**src/rtl/if_fetch_ctrl.sv**
```systemverilog
// rtl/if_fetch_ctrl.sv - fetch-stage sequencer: PC register, imem handshake, IF/ID register, redirect squash
module if_fetch_ctrl #(
    parameter logic [31:0] RESET_PC = 32'd0,
    parameter logic [31:0] PC_INC   = 32'd4,
    parameter int unsigned TIMEOUT  = 16
) (
    input  logic        clk,
    input  logic        rst,
    input  logic        stall,
    input  logic        branch_taken,
    input  logic [31:0] branch_target,
    input  logic        jump,
    input  logic [31:0] jump_target,
    input  logic        imem_ready,
    input  logic [31:0] imem_rdata,
    output logic        imem_req,
    output logic [31:0] imem_addr,
    output logic [31:0] pc,
    output logic [1:0]  pc_src,
    output logic [31:0] ifid_instr,
    output logic [31:0] ifid_pc,
    output logic        ifid_valid,
    output logic        fetch_error
);

    typedef enum logic [2:0] {
        S_IDLE    = 3'd0,
        S_FETCH   = 3'd1,
        S_WAIT    = 3'd2,
        S_HOLD    = 3'd3,
        S_DISCARD = 3'd4,
        S_ERROR   = 3'd5
    } state_t;

    localparam logic [7:0] WAIT_LAST = 8'(TIMEOUT - 1);

    state_t      state_q, state_d;
    logic [31:0] pc_q, pc_d;
    logic [31:0] ifid_instr_q, ifid_instr_d;
    logic [31:0] ifid_pc_q, ifid_pc_d;
    logic        ifid_valid_q, ifid_valid_d;
    logic [31:0] hold_instr_q, hold_instr_d;
    logic [31:0] hold_pc_q, hold_pc_d;
    logic [31:0] stale_addr_q, stale_addr_d;
    logic [7:0]  wait_cnt_q, wait_cnt_d;
    logic        err_q, err_d;

    logic        active;
    logic        redirect;
    logic [31:0] target;
    logic        timeout;
    logic        complete;
    logic        ifid_write;

    always_ff @(posedge clk) begin
        if (rst) begin
            state_q      <= S_IDLE;
            pc_q         <= RESET_PC;
            ifid_instr_q <= 32'd0;
            ifid_pc_q    <= 32'd0;
            ifid_valid_q <= 1'b0;
            hold_instr_q <= 32'd0;
            hold_pc_q    <= 32'd0;
            stale_addr_q <= 32'd0;
            wait_cnt_q   <= 8'd0;
            err_q        <= 1'b0;
        end else begin
            state_q      <= state_d;
            pc_q         <= pc_d;
            ifid_instr_q <= ifid_instr_d;
            ifid_pc_q    <= ifid_pc_d;
            ifid_valid_q <= ifid_valid_d;
            hold_instr_q <= hold_instr_d;
            hold_pc_q    <= hold_pc_d;
            stale_addr_q <= stale_addr_d;
            wait_cnt_q   <= wait_cnt_d;
            err_q        <= err_d;
        end
    end

    // Branch wins over jump: it belongs to the older instruction in EX.
    assign target = branch_taken ? {branch_target[31:2], 2'b00}
                                 : {jump_target[31:2], 2'b00};

    always_comb begin
        state_d      = state_q;
        pc_d         = pc_q;
        ifid_instr_d = ifid_instr_q;
        ifid_pc_d    = ifid_pc_q;
        ifid_valid_d = ifid_valid_q;
        hold_instr_d = hold_instr_q;
        hold_pc_d    = hold_pc_q;
        stale_addr_d = stale_addr_q;
        wait_cnt_d   = wait_cnt_q;
        err_d        = err_q;
        pc_src       = 2'b00;
        complete     = 1'b0;
        ifid_write   = 1'b0;

        active   = (state_q != S_IDLE) && (state_q != S_ERROR);
        redirect = active && (branch_taken || jump);

        case (state_q)
            S_FETCH:           imem_req = !stall && !redirect;
            S_WAIT, S_DISCARD: imem_req = 1'b1;
            default:           imem_req = 1'b0;
        endcase
        // A squashed request must keep its original address until it is acknowledged.
        imem_addr = (state_q == S_DISCARD) ? stale_addr_q : pc_q;

        timeout = imem_req && !imem_ready && (wait_cnt_q == WAIT_LAST);

        if (state_q != S_ERROR) begin
            if (imem_ready) begin
                wait_cnt_d = 8'd0;
            end else if (imem_req) begin
                wait_cnt_d = wait_cnt_q + 8'd1;
            end

            if (timeout) begin
                state_d = S_ERROR;
                err_d   = 1'b1;
            end else begin
                case (state_q)
                    S_IDLE: state_d = S_FETCH;
                    S_FETCH: begin
                        if (imem_req && imem_ready) begin
                            complete = 1'b1;
                        end else if (imem_req) begin
                            state_d = S_WAIT;
                        end
                    end
                    S_WAIT: begin
                        if (redirect) begin
                            state_d      = imem_ready ? S_FETCH : S_DISCARD;
                            stale_addr_d = pc_q;
                        end else if (imem_ready) begin
                            complete = 1'b1;
                        end
                    end
                    S_HOLD: begin
                        if (redirect) begin
                            state_d = S_FETCH;
                        end else if (!stall) begin
                            ifid_instr_d = hold_instr_q;
                            ifid_pc_d    = hold_pc_q;
                            ifid_valid_d = 1'b1;
                            ifid_write   = 1'b1;
                            state_d      = S_FETCH;
                        end
                    end
                    S_DISCARD: begin
                        if (imem_ready) begin
                            state_d = S_FETCH;
                        end
                    end
                    default: state_d = state_q;
                endcase

                if (complete) begin
                    pc_d = pc_q + PC_INC;
                    if (!stall) begin
                        ifid_instr_d = imem_rdata;
                        ifid_pc_d    = pc_q;
                        ifid_valid_d = 1'b1;
                        ifid_write   = 1'b1;
                        state_d      = S_FETCH;
                    end else begin
                        hold_instr_d = imem_rdata;
                        hold_pc_d    = pc_q;
                        state_d      = S_HOLD;
                    end
                end

                if (redirect) begin
                    pc_d         = target;
                    pc_src       = branch_taken ? 2'b01 : 2'b10;
                    ifid_valid_d = 1'b0;
                    ifid_instr_d = 32'd0;
                end else if (!stall && !ifid_write) begin
                    ifid_valid_d = 1'b0;
                end
            end
        end
    end

    assign pc          = pc_q;
    assign ifid_instr  = ifid_instr_q;
    assign ifid_pc     = ifid_pc_q;
    assign ifid_valid  = ifid_valid_q;
    assign fetch_error = err_q;

endmodule

```
**config.mk**
```make
export PLATFORM = sky130hd
export DESIGN_NAME = if_fetch_ctrl
export DESIGN_NICKNAME = d
export VERILOG_FILES = /design/src/rtl/if_fetch_ctrl.sv
export SDC_FILE = /design/constraint.sdc
export NUM_CORES = 1
export LEC_CHECK = 0
export ABC_AREA = 1
export CAP_MARGIN = 20
export CORE_UTILIZATION = 45
export CTS_CLUSTER_DIAMETER = 150
export DETAILED_ROUTE_END_ITERATION = 8
export GPL_ROUTABILITY_DRIVEN = 0
export PLACE_DENSITY = 0.72
export SLEW_MARGIN = 20
export SYNTH_ARGS = -nofsm -noshare
export SYNTH_HDL_FRONTEND = slang
export SYNTH_SLANG_ARGS = --single-unit
export TNS_END_PERCENT = 1
```
**constraint.sdc**
```tcl
create_clock -name clk -period 3.94 [get_ports clk]
set_input_delay 0.394 -clock clk [delete_from_list [all_inputs] [get_ports clk]]
set_output_delay 0.394 -clock clk [all_outputs]
set_load 0.03 [all_outputs]
```
==> results of run 1 <==
-- per-layer routing --
metal / vias up / routed length, um
li1: 5677 / -
met1: 5162 / 14900
met2: 398 / 16000
met3: 47 / 2580
met4: 0 / 780
met5: - / 0
-- power by group --
part / internal [mW] / total, mW / switching [mW]
Sequential: 2.37 / 2.75 / 0.379
Combinational: 1.28 / 3.68 / 2.40
Clock: 0.917 / 1.82 / 0.905
-- worst paths after layout --
check / start / cells after the start / endpoint / slack [ns]
min reg2reg: stale_addr_q[20] / 2 / stale_addr_q[20] / 0.44
max: state_q[0] / 10 / pc_src[1] / 0.61
max reg2reg: state_q[0] / 15 / pc[31] / 1.04
min: stale_addr_q[20] / 2 / stale_addr_q[20] / 0.44
-- registers in the layout, indices dropped and copies added, names as in the netlist --
name	count
wait_cnt_q	8
hold_pc_q	30
ifid_pc	32
stale_addr_q	30
ifid_valid	1
pc	30
hold_instr_q	32
fetch_error	1
state_q	3
ifid_instr	32
-- synthesized netlist by cell type, types with 4 or more instances --
library cell | instances | area, sq um
buf_4 | 7 | 52.6
dfxtp_1 | 199 | 3980
mux2_2 | 30 | 338
o21ai_0 | 215 | 1080
a22oi_1 | 21 | 158
nand4_1 | 6 | 37.5
nor3_1 | 25 | 125
buf_2 | 32 | 160
nand2_2 | 4 | 25.0
clkbuf_1 | 71 | 267
nor2_1 | 143 | 537
nand2_1 | 416 | 1560
o21ai_1 | 26 | 130
inv_2 | 6 | 22.5
inv_1 | 110 | 413
buf_1 | 5 | 18.8
xor2_1 | 9 | 78.8
a21oi_1 | 155 | 776
o211ai_1 | 35 | 263
nand3_1 | 75 | 375
-- worst max-delay path, stage by stage (launching register included) --
cell             delay (ns)
dfxtp_1                0.50
nor2_2                 0.08
inv_2                  0.09
nor2_4                 0.03
buf_4                  0.24
nor2_4                 0.18
nand2_4                0.08
nand3_1                0.19
nand2_1                0.21
nor3_1                 0.20
clkdlybuf4s50_1        0.70
-- cell families after synthesis --
logic type / after synthesis / share of synthesized area (%)
simple gates: 685 / 26.2
compound gates: 459 / 23.1
mux: 31 / 3.27
buf+inv: 234 / 8.94
flops: 199 / 37.4
other cells: 1 / 0.0352
xor+xnor: 10 / 0.823
fa+ha+maj: 2 / 0.235
-- stage by stage --
step                      util, %  power, mW
after global placement       56.9       6.41
after CTS                    59.7       8.26
after global routing         59.7       8.73
after floorplan                 -       5.06
after detailed placement     57.0       6.45
final                        59.7       8.25
-- cell type report --
class | count | area, sq um | share of cell area [%]
well taps | 313 | 392 | 2.86
multi-input cells | 1191 | 5750 | 42.1
repair buffers | 250 | 2480 | 18.2
inverters | 118 | 444 | 3.25
clock buffers | 17 | 425 | 3.11
flip-flops and latches | 199 | 3980 | 29.1
clock inverters | 15 | 190 | 1.39
==> results.py, run 1 <==
metrics = {
    "die": {
        "coreArea_sq_um": 22900,
        "die_h_um": 156,
        "start_util_pct": 46.5,
        "placementRows": 55,
        "pin_count": 235,
        "die_w_um": 156,
        "dieArea_sq_um": 24300,
    },
    "global_route": {
        "use_met3_pct": 6.22,
        "grt_pass1_wl_um": 53900,
        "antenna_found_initial": 0,
        "overflow": 0,
        "grt_max_degree": 90,
        "grt_use_met1_pct": 36.3,
        "grtUsageMet2_pct": 47.0,
        "grt-busiest-layer": "met2",
        "grt_pass1_vias": 10220,
        "grt_usage_pct": 28.3,
    },
    "sta": {
        "fin_setup_tns_ns": 0,
        "max_freq_ghz": 0.300,
        "fin_skew_ns": 0.0161,
        "worst_pin_slew_ns": 0.859,
        "period_share_pct": 84.5,
        "rsz0062_at_grt": "no",
        "drv_slew": 0,
        "whs_ns": 0.444,
        "period_minus_slack_ns": 3.33,
        "setup_slack_ns": 0.609,
        "timing.slew.headroom_pct": 42.7,
        "setup_viol": 0,
        "hold_viol_final": 0,
    },
    "clock_tree": {
        "clkSinkCount": 199,
        "cts_buffers": 17,
        "clock_latency_ns": 0.45,
        "cts_resized": 0,
        "cts_setup_buffers": 0,
        "cts_tree": "done",
        "cts_max_level": 4,
        "hold_buffers": 0,
        "clk_pin_slew_ns": 0.08,
        "cts_root_buffer": "clkbuf_16",
        "cts_buffer_depth": 2,
    },
    "yosys": {
        "synth_edf_count": 0,
        "synth-main-ff-cell": "dfxtp_1",
        "yosys_warnings": 0,
        "syn_inst": 1621,
        "async_flop_share_pct": 0,
        "avgSynthCellArea_sq_um": 6.57,
        "netlist_area_sq_um": 10600,
        "ys_seq_area_share_pct": 37.4,
        "yosys_register_bits": 199,
        "ys_types": 40,
    },
    "routing": {
        "wire_per_inst_um": 16.3,
        "drt_iter0_drc": 805,
        "vias": 11284,
        "drt_first_pass_iters": 5,
        "routed_wl_um": 34200,
        "drtAntennaViolNets": 0,
        "drc": 0,
        "via_per_inst": 5.37,
    },
    "finish": {
        "layout_common_cells": "nand2_1 (416), clkdlybuf4s50_1 (225), o21ai_0 (215)",
        "fin_cells": 2103,
        "layout_commonest_cell": "nand2_1",
        "drive_above_1_share_pct": 6.20,
        "final_nets": 1881,
        "stdcell_area_sq_um": 13700,
        "fillers": 2213,
        "area_growth_pct": 28.4,
        "diodes": 0,
    },
    "placement": {
        "place_inst": 2071,
        "io_buffers": 226,
        "pre_cts_ws_ns": 0.732,
        "dp_hpwl_um": 22600,
        "placed_area_sq_um": 13100,
    },
    "critical_path": {
        "end_kind": "output port",
        "arrival_ns": 2.94,
        "required_ns": 3.55,
        "path_class": "flip-flop to output port",
        "path_max_fanout": 33,
        "worstSetupStartpointType": "flip-flop",
    },
    "run": {
        "cap_viol_max_count": 0,
    },
    "pwr": {
        "p_leak_nw": 5.11,
        "vdd_drop_max_uv": 410,
        "power.density_nw_per_um2": 604,
    },
    "worst_hold_path": {
        "hold_class": "flip-flop to flip-flop",
    },
    "status": {
        "status": "completed",
    },
}
Power figures use the tool's default switching activity.
==> run 2: changes to the inputs <==
--- a/config.mk
+++ b/config.mk
@@ -11,7 +11,7 @@
 export CTS_CLUSTER_DIAMETER = 150
 export DETAILED_ROUTE_END_ITERATION = 8
 export GPL_ROUTABILITY_DRIVEN = 0
-export PLACE_DENSITY = 0.72
+export PLACE_DENSITY = 0.75
 export SLEW_MARGIN = 20
 export SYNTH_ARGS = -nofsm -noshare
 export SYNTH_HDL_FRONTEND = slang
==> constraint.sdc (replaced) <==
create_clock -name clk -period 2.9 [get_ports clk]
set_input_delay 0.29 -clock clk [delete_from_list [all_inputs] [get_ports clk]]
set_output_delay 0.29 -clock clk [all_outputs]
set_load 0.03 [all_outputs]
==> results.py, run 2 (same netlist as run 1, synthesis figures left out) <==
metrics = {
    "run": {
        "cap_viol_max_count": 0,
    },
    "die": {
        "placementRows": 55,
        "dieArea_sq_um": 24300,
        "pin_count": 235,
        "die_w_um": 156,
        "start_util_pct": 46.5,
        "coreArea_sq_um": 22900,
        "die_h_um": 156,
    },
    "pwr": {
        "p_leak_nw": 5.20,
        "p_comb_share_pct": 45.8,
        "p_seq_share_pct": 32.6,
        "vdd_drop_max_uv": 522,
        "power_switching_mw": 5.11,
        "clkPwrFrac_pct": 21.6,
        "p_int_mw": 6.28,
        "finalPower_mw": 11.4,
        "power.density_nw_per_um2": 823,
        "swShare_pct": 44.9,
    },
    "sta": {
        "fin_skew_ns": 0.0163,
        "period_minus_slack_ns": 2.78,
        "fin_setup_tns_ns": 0,
        "hold_viol_final": 0,
        "max_freq_ghz": 0.360,
        "setup_viol": 0,
        "timing.slew.headroom_pct": 44.9,
        "worst_pin_slew_ns": 0.827,
        "period_share_pct": 95.8,
        "drv_slew": 0,
        "rsz0062_at_grt": "no",
    },
    "placement": {
        "io_buffers": 226,
        "dp_hpwl_um": 23400,
    },
    "clock_tree": {
        "cts_resized": 0,
        "cts_tree": "done",
        "clk_pin_slew_ns": 0.07,
        "clock_latency_ns": 0.45,
        "cts_buffer_depth": 2,
        "cts_buffers": 17,
        "cts_max_level": 4,
        "cts_setup_buffers": 0,
        "cts_root_buffer": "clkbuf_16",
        "hold_buffers": 0,
        "clkSinkCount": 199,
    },
    "routing": {
        "drt_first_pass_iters": 8,
        "via_per_inst": 5.51,
        "wire_per_inst_um": 16.7,
        "vias": 11661,
        "drtAntennaViolNets": 0,
        "drt_iter0_drc": 1112,
        "drc": 0,
        "routed_wl_um": 35400,
    },
    "critical_path": {
        "worstReg2RegStart": "state_q[0]",
        "end_kind": "output port",
        "path_class": "flip-flop to output port",
        "r2r_slack_ns": 0.45,
        "required_ns": 2.61,
        "r2r-end": "ifid_instr[31]",
        "path_max_fanout": 61,
        "worstSetupStartpointType": "flip-flop",
        "arrival_ns": 2.49,
        "r2r_cells": 11,
    },
    "worst_hold_path": {
        "hold_path_startpoint": "stall",
        "hold_depth": 4,
        "worst_hold_path.endpoint": "ifid_pc[2]",
        "hold_class": "input pin to flip-flop",
    },
    "finish": {
        "final_nets": 1894,
        "drive_above_1_share_pct": 7.04,
        "layout_commonest_cell": "nand2_1",
        "layout_common_cells": "nand2_1 (416), clkdlybuf4s50_1 (222), o21ai_0 (215)",
        "area_growth_pct": 29.8,
    },
    "global_route": {
        "grt_usage_pct": 28.9,
        "grt_pass1_vias": 10392,
        "grt-busiest-layer": "met2",
        "grt_max_degree": 124,
        "grtUsageMet2_pct": 46.2,
        "grt_use_met1_pct": 37.9,
        "overflow": 0,
        "grt_pass1_wl_um": 55900,
        "use_met3_pct": 6.86,
        "antenna_found_initial": 1,
    },
    "status": {
        "status": "completed",
    },
}
==> run 2: through the flow <==
step | std cells | setup WS [ns] | area, sq um | hold WS [ns] | utilization (%)
2_1_floorplan | 1624 | 0.707 | 10700 | 0.424 | -
3_3_place_gp | 2084 | 0.354 | 13200 | 0.430 | 57.7
3_5_place_dp | 2084 | 0.298 | 13200 | 0.436 | 57.7
4_1_cts | 2116 | 0.130 | 13800 | 0.266 | 60.3
5_1_grt | 2116 | 0.0214 | 13800 | 0.302 | 60.3
6_report | 2117 | 0.122 | 13800 | 0.282 | 60.3
==> run 2: worst max-delay path, stage by stage, from the launching register on <==
cell	delay, ns
dfxtp_1	0.52
nor2_2	0.07
inv_2	0.08
nor2_4	0.04
buf_12	0.20
o21ai_0	0.37
clkdlybuf4s50_1	0.77
==> run 2: how the worst max path moves through the flow <==
| stage | from | to |
|---|---|---|
| finish | state_q[0] | imem_addr[31] |
| global route | state_q[0] | imem_addr[31] |
| CTS | state_q[0] | imem_addr[31] |
| detailed placement | branch_taken | ifid_instr[17] |
| global placement | branch_taken | ifid_instr[0] |
| floorplan | state_q[1] | pc_src[0] |
==> run 2: final cells by class <==
class	instances	area (sq um)
multi-input combinational	1191	5750
clock inverter	15	185
inverter	118	444
timing repair buffer	263	2640
tap	313	392
fill	2179	9090
antenna	1	2.50
clock buffer	17	425
sequential	199	3980
==> run 2: power by group through the flow <==
stage | clock network, mW | registers, mW | logic (mW)
finish | 2.46 | 3.71 | 5.22
global route | 2.59 | 3.77 | 5.64
CTS | 2.47 | 3.70 | 5.19
detailed placement | 0 | 3.75 | 5.17
global placement | 0 | 3.74 | 5.10
floorplan | 0 | 4.13 | 2.75
==> run 2: metal layers <==
| layer | wire length, um | vias to the layer above |
|---|---|---|
| met3 | 3590 | 59 |
| met2 | 16100 | 556 |
| met5 | 0 | - |
| met1 | 14800 | 5334 |
| met4 | 954 | 0 |
| li1 | - | 5712 |
